[src/rtl/layer_seq_pkg.sv]
// rtl/layer_seq_pkg.sv - shared state encoding and default sizing for the layer sequencer
package layer_seq_pkg;

    localparam int DEF_NUM_LAYERS = 4;
    localparam int DEF_TIMEOUT    = 1000000;
    localparam int DEF_CNT_W      = 24;

    typedef enum logic [2:0] {
        ST_IDLE = 3'd0,
        ST_RUN  = 3'd1,
        ST_GAP  = 3'd2,
        ST_DONE = 3'd3,
        ST_ERR  = 3'd4
    } seq_state_t;

endpackage

[src/rtl/seq_watchdog.sv]
// rtl/seq_watchdog.sv - saturating per-layer cycle watchdog with synchronous clear
module seq_watchdog
    import layer_seq_pkg::*;
#(
    parameter int CNT_W = DEF_CNT_W
) (
    input  logic             clk,
    input  logic             rst,
    input  logic             clr,
    input  logic             en,
    input  logic [CNT_W-1:0] limit,
    output logic             expired
);

    logic [CNT_W-1:0] count;

    always_ff @(posedge clk or posedge rst) begin
        if (rst) begin
            count <= '0;
        end else if (clr) begin
            count <= '0;
        end else if (en && (count != '1)) begin
            count <= count + CNT_W'(1);
        end
    end

    // Reflects the count before this cycle's increment, so expiry lands TIMEOUT cycles after entry.
    assign expired = en && (count >= limit);

endmodule

[src/rtl/layer_seq_ctrl.sv]
// rtl/layer_seq_ctrl.sv - sequences network layers one at a time with watchdog; LAYER_SEQ_PERF_EN adds per-layer cycle counters
module layer_seq_ctrl
    import layer_seq_pkg::*;
#(
    parameter int NUM_LAYERS = DEF_NUM_LAYERS,
    parameter int TIMEOUT    = DEF_TIMEOUT,
    parameter int CNT_W      = DEF_CNT_W,
    parameter int IDX_W      = 4
) (
    input  logic                  clk,
    input  logic                  rst,
    input  logic                  start,
    input  logic                  abort,
    input  logic [NUM_LAYERS-1:0] layer_finish,
    output logic [NUM_LAYERS-1:0] layer_en,
    output logic                  busy,
    output logic                  done,
    output logic                  error,
    output logic [IDX_W-1:0]      cur_layer,
    input  logic [IDX_W-1:0]      perf_sel,
    output logic [CNT_W-1:0]      perf_cnt
);

    seq_state_t       state;
    logic             start_ok;
    logic             fin_cur;
    logic             wd_clr;
    logic             wd_en;
    logic             wd_expired;
    logic [IDX_W-1:0] next_layer;

    assign start_ok   = (state == ST_IDLE) && start && !abort;
    // In RUN the enable vector is one-hot on cur_layer, so masking selects only its finish bit.
    assign fin_cur    = |(layer_finish & layer_en);
    assign wd_clr     = start_ok || ((state == ST_GAP) && !abort);
    assign wd_en      = (state == ST_RUN);
    assign next_layer = cur_layer + IDX_W'(1);

    seq_watchdog #(
        .CNT_W (CNT_W)
    ) u_watchdog (
        .clk     (clk),
        .rst     (rst),
        .clr     (wd_clr),
        .en      (wd_en),
        .limit   (CNT_W'(TIMEOUT - 1)),
        .expired (wd_expired)
    );

    always_ff @(posedge clk or posedge rst) begin
        if (rst) begin
            state     <= ST_IDLE;
            layer_en  <= '0;
            busy      <= 1'b0;
            done      <= 1'b0;
            error     <= 1'b0;
            cur_layer <= '0;
        end else begin
            done <= 1'b0;
            if (abort) begin
                state    <= ST_IDLE;
                layer_en <= '0;
                busy     <= 1'b0;
                error    <= 1'b0;
            end else begin
                case (state)
                    ST_IDLE: begin
                        if (start) begin
                            state     <= ST_RUN;
                            cur_layer <= '0;
                            layer_en  <= NUM_LAYERS'(1);
                            busy      <= 1'b1;
                        end
                    end
                    ST_RUN: begin
                        if (fin_cur) begin
                            layer_en <= '0;
                            if (cur_layer == IDX_W'(NUM_LAYERS - 1)) begin
                                state <= ST_DONE;
                                done  <= 1'b1;
                                busy  <= 1'b0;
                            end else begin
                                state <= ST_GAP;
                            end
                        end else if (wd_expired) begin
                            state    <= ST_ERR;
                            layer_en <= '0;
                            error    <= 1'b1;
                            busy     <= 1'b0;
                        end
                    end
                    ST_GAP: begin
                        state     <= ST_RUN;
                        cur_layer <= next_layer;
                        layer_en  <= NUM_LAYERS'(1) << next_layer;
                    end
                    ST_DONE: state <= ST_IDLE;
                    ST_ERR:  state <= ST_ERR;
                    default: state <= ST_IDLE;
                endcase
            end
        end
    end

`ifdef LAYER_SEQ_PERF_EN
    logic [CNT_W-1:0] perf_q [NUM_LAYERS];
    logic [CNT_W-1:0] perf_mux;

    always_comb begin
        perf_mux = '0;
        for (int i = 0; i < NUM_LAYERS; i++) begin
            if (perf_sel == IDX_W'(i)) begin
                perf_mux = perf_q[i];
            end
        end
    end

    always_ff @(posedge clk or posedge rst) begin
        if (rst) begin
            for (int i = 0; i < NUM_LAYERS; i++) begin
                perf_q[i] <= '0;
            end
            perf_cnt <= '0;
        end else begin
            for (int i = 0; i < NUM_LAYERS; i++) begin
                if (start_ok) begin
                    perf_q[i] <= '0;
                end else if (layer_en[i] && (perf_q[i] != '1)) begin
                    perf_q[i] <= perf_q[i] + CNT_W'(1);
                end
            end
            perf_cnt <= perf_mux;
        end
    end
`else
    logic unused_perf_sel;
    assign unused_perf_sel = ^perf_sel;
    assign perf_cnt        = '0;
`endif

endmodule
[config.mk]
export PLATFORM = sky130hd
export DESIGN_NAME = layer_seq_ctrl
export DESIGN_NICKNAME = d
export VERILOG_FILES = /design/src/rtl/layer_seq_pkg.sv /design/src/rtl/seq_watchdog.sv /design/src/rtl/layer_seq_ctrl.sv
export SDC_FILE = /design/constraint.sdc
export NUM_CORES = 1
export LEC_CHECK = 0
export ABC_CLOCK_PERIOD_IN_PS = 3000
export CORE_AREA = 2 2 76 78
export DETAILED_ROUTE_END_ITERATION = 7
export DIE_AREA = 0 0 78 80
export PLACE_DENSITY_LB_ADDON = 0.05
export RECOVER_POWER = 25
export SYNTH_ARGS = -nofsm -noshare
export SYNTH_HDL_FRONTEND = slang
export SYNTH_HIERARCHICAL = 1
export SYNTH_SLANG_ARGS = --single-unit
[constraint.sdc]
create_clock -name clk -period 3 [get_ports clk]
set_clock_uncertainty 0.15 [all_clocks]
set_input_delay 0.45 -clock clk [delete_from_list [all_inputs] [get_ports clk]]
set_output_delay 0.45 -clock clk [all_outputs]
set_load 0.03 [all_outputs]
==> impl_metrics.toml <==
[power]
p_total_uw = 1190
power_density_nw_per_um2 = 380
power.leakage_uw = 0.00152
ir_worst_vdd_v = 0.000292

[logic_synthesis]
synth_fa_ha_area_share_pct = 11.5
synthMuxAreaShare_pct = 0.750
syn-instance-count = 319
synth_area_um2 = 2840
synthXorXnorAreaFrac_pct = 7.10
ys.flop_type = "dfrtp_1"
ys_types = 55
synth-simple-area-share_pct = 20.2
synth-edff-count = 0
seq_area_frac_synth_pct = 33.5
synth-compound-area-share_pct = 13.5
synth-async-reset-ratio_pct = 100
synth_top_family_by_area = "simple AND/OR/NAND/NOR gates"
ys_warn_count = 6
ys_ff_latch = 38
syn_avg_cell_area_um2 = 8.89

[sta]
hold_viol_final = 0
finalWorstSetupSlack_ps = 212
worst_pin_slew_ps = 1360
fmax_ghz = 0.359
fin_crit_sh_pct = 92.9
slew_headroom_pct = 9.24
final-max-slew-violation-count = 0
setup_violations = 0
rsz0062_at_grt = "no"
period_needed_ps = 2790
setup_tns_ps = 0

[job]
cap_violations = 0

[routing]
via_per_inst = 5.18
drc = 0
initialDrtViolationCount = 74
vias = 2233
wl_per_cell_um = 12.6
drt_first_pass_iters = 4
totalWireLength_um = 5410
drtAntennaViolNets = 0

[critical_path]
reg2reg_depth = 10
cp.required_ps = 3000
cp-end-kind = "flip-flop"
crit_slowest_cell = "a2111oi_0"
crit_type = "reg2reg"
cp.arrival_ps = 2790
path_cells = "inv_1 > ha_1 > o211ai_1 > a2111oi_0 > o211ai_1 > a31oi_1 > inv_1 > a21oi_1 > a31oi_1 > a2111oi_1"
crit_path_start_kind = "flip-flop"
crit_fanout = 4
cpPeakStageDelay_ps = 470

[global_route]
antenna_found_initial = 0
grt_pass1_wl_um = 9540
grt_overflow = 0
grt_pass1_vias = 2107
grt_max_degree = 25
grt.total_usage_pct = 19.1

[status]
outcome = "finished clean"

[clock_tree]
cts_root_buf = "clkbuf_8"
cts_buffer_depth = 2
ctsHoldBuffers = 0
cts_buffers = 5
clk_pin_slew_ps = 70
cts_sinks = 38
clock_latency_ps = 280
post-cts-setup-buffer-count = 0
cts-htree-levels = 2
cts_resized = 0
cts_tree = "built"

[place]
place_ws_ps = 231
hpwl_um = 4080
port_buffers = 18
place_congestion = 0.781

[layout]
drive_above_1_share_pct = 4.74
fin_nets = 397
n_antenna_cell = 0
area_growth_pct = 10.3

[floorplanning]
rows = 27
die_x_um = 78
pin_count = 47
fp.dieH_um = 80
initial_core_util_pct = 52.5
die-area_um2 = 6240
core-area_um2 = 5410

[min_path]
hold_depth = 1
hold_path.class = "reg2reg"
synthesized netlist by cell type (2+ instances only):
cell type   n  area (um^2)
nor2b_1     2         12.5
o31ai_1     2         15.0
or3_1       3         18.8
inv_1      33          124
conb_1      2         7.51
nand3_1    13         65.1
buf_6       3         33.8
and3_1      3         18.8
a31oi_1     4         25.0
a32o_1      2         20.0
a22oi_1     2         15.0
nand2b_1    3         18.8
o211ai_1    2         15.0
a211oi_1    7         52.6
nor2_1     26         97.6
a22o_1      2         17.5
o21ai_0     5         25.0
nand4_1    10         62.6
dfrtp_1    38          951
buf_2       5         25.0
buf_4      24          180
and4_1      4         35.0
nor3_1      7         35.0
o21ai_1     2         10.0
clkbuf_1    2         7.51
nor4_1      8         50.1
nor3_2      2         20.0
xnor2_1    22          193
ha_1       26          325
a21oi_1    19         95.1
nand2_1    12         45.0
sequential cells by signal, summed over array words and instances (netlist names):
register / flops
error: 1
done: 1
busy: 1
u_watchdog/count: 24
state: 3
layer_en: 4
cur_layer: 4
placed cells by master, fill, tap and decap left out, drive strengths merged, types with 3 or more instances in the layout:
| cell type | count |
|---|---|
| inv | 34 |
| and4 | 5 |
| a211oi | 7 |
| conb | 48 |
| nor2 | 26 |
| or3 | 3 |
| nand4 | 10 |
| a21oi | 19 |
| clkbuf | 8 |
| nand2b | 3 |
| nand3 | 13 |
| xnor2 | 22 |
| ha | 26 |
| clkdlybuf4s50 | 17 |
| and3 | 3 |
| a31oi | 4 |
| dfrtp | 38 |
| nor4 | 8 |
| o21ai | 8 |
| nand2 | 12 |
| nor3 | 9 |
per-layer routing:
layer	wire, um	global-route usage (%)	share of wire [%]	up-vias
li1	-	-	-	1133
met4	99	6.67	1.8	0
met2	2450	31.8	45	50
met3	189	3.51	3.5	10
met5	0	0	0	-
met1	2670	25.0	49	1040
metrics by stage:
| stage | hold WS, ps | area (um^2) | cells | util [%] |
|---|---|---|---|---|
| 2_1_floorplan | 189 | 3010 | 365 | - |
| 3_5_place_dp | 331 | 3060 | 424 | 56.5 |
| 3_3_place_gp | 338 | 3060 | 424 | 56.5 |
| 5_1_grt | 372 | 3130 | 431 | 57.9 |
| 6_report | 356 | 3130 | 431 | 57.9 |
| 4_1_cts | 357 | 3130 | 431 | 57.9 |
where the power goes:
group / internal (uW) / switching (uW)
Combinational: 102 / 173
Clock: 160 / 167
Sequential: 543 / 45.0
critical path: cells and delay by family, from the launching register on:
kind	cells	cell delay, ps
flops	1	400
fa+ha+maj	1	270
compound gates	7	1690
buf+inv	2	150
layout make-up:
class	instances	area (um^2)
fill	520	2280
clock buffer	7	76.3
sequential	38	951
timing repair buffer	21	199
inverter	34	128
multi-input combinational	259	1680
tap	72	90.1
worst paths after layout:
kind                                          start                  end  slack (ps)
max in group asynchronous                       rst  u_watchdog/count[3]         970
worst max-delay path            u_watchdog/count[0]             state[2]         210
min in group asynchronous                       rst             state[0]         500
worst min-delay path                           busy                 busy         360
worst min register to register                 busy                 busy         360
worst max register to register  u_watchdog/count[0]             state[2]         210
cell families after synthesis:
family                   Yosys count
AND/OR/NAND/NOR                  102
flip-flops                        38
XOR/XNOR                          23
adder cells (fa/ha/maj)           26
multiplexers                       2
buffers and inverters             68
AO/OA/AOI/OAI                     58
other                              2
Note: power is estimated with default switching activity, not from simulation.
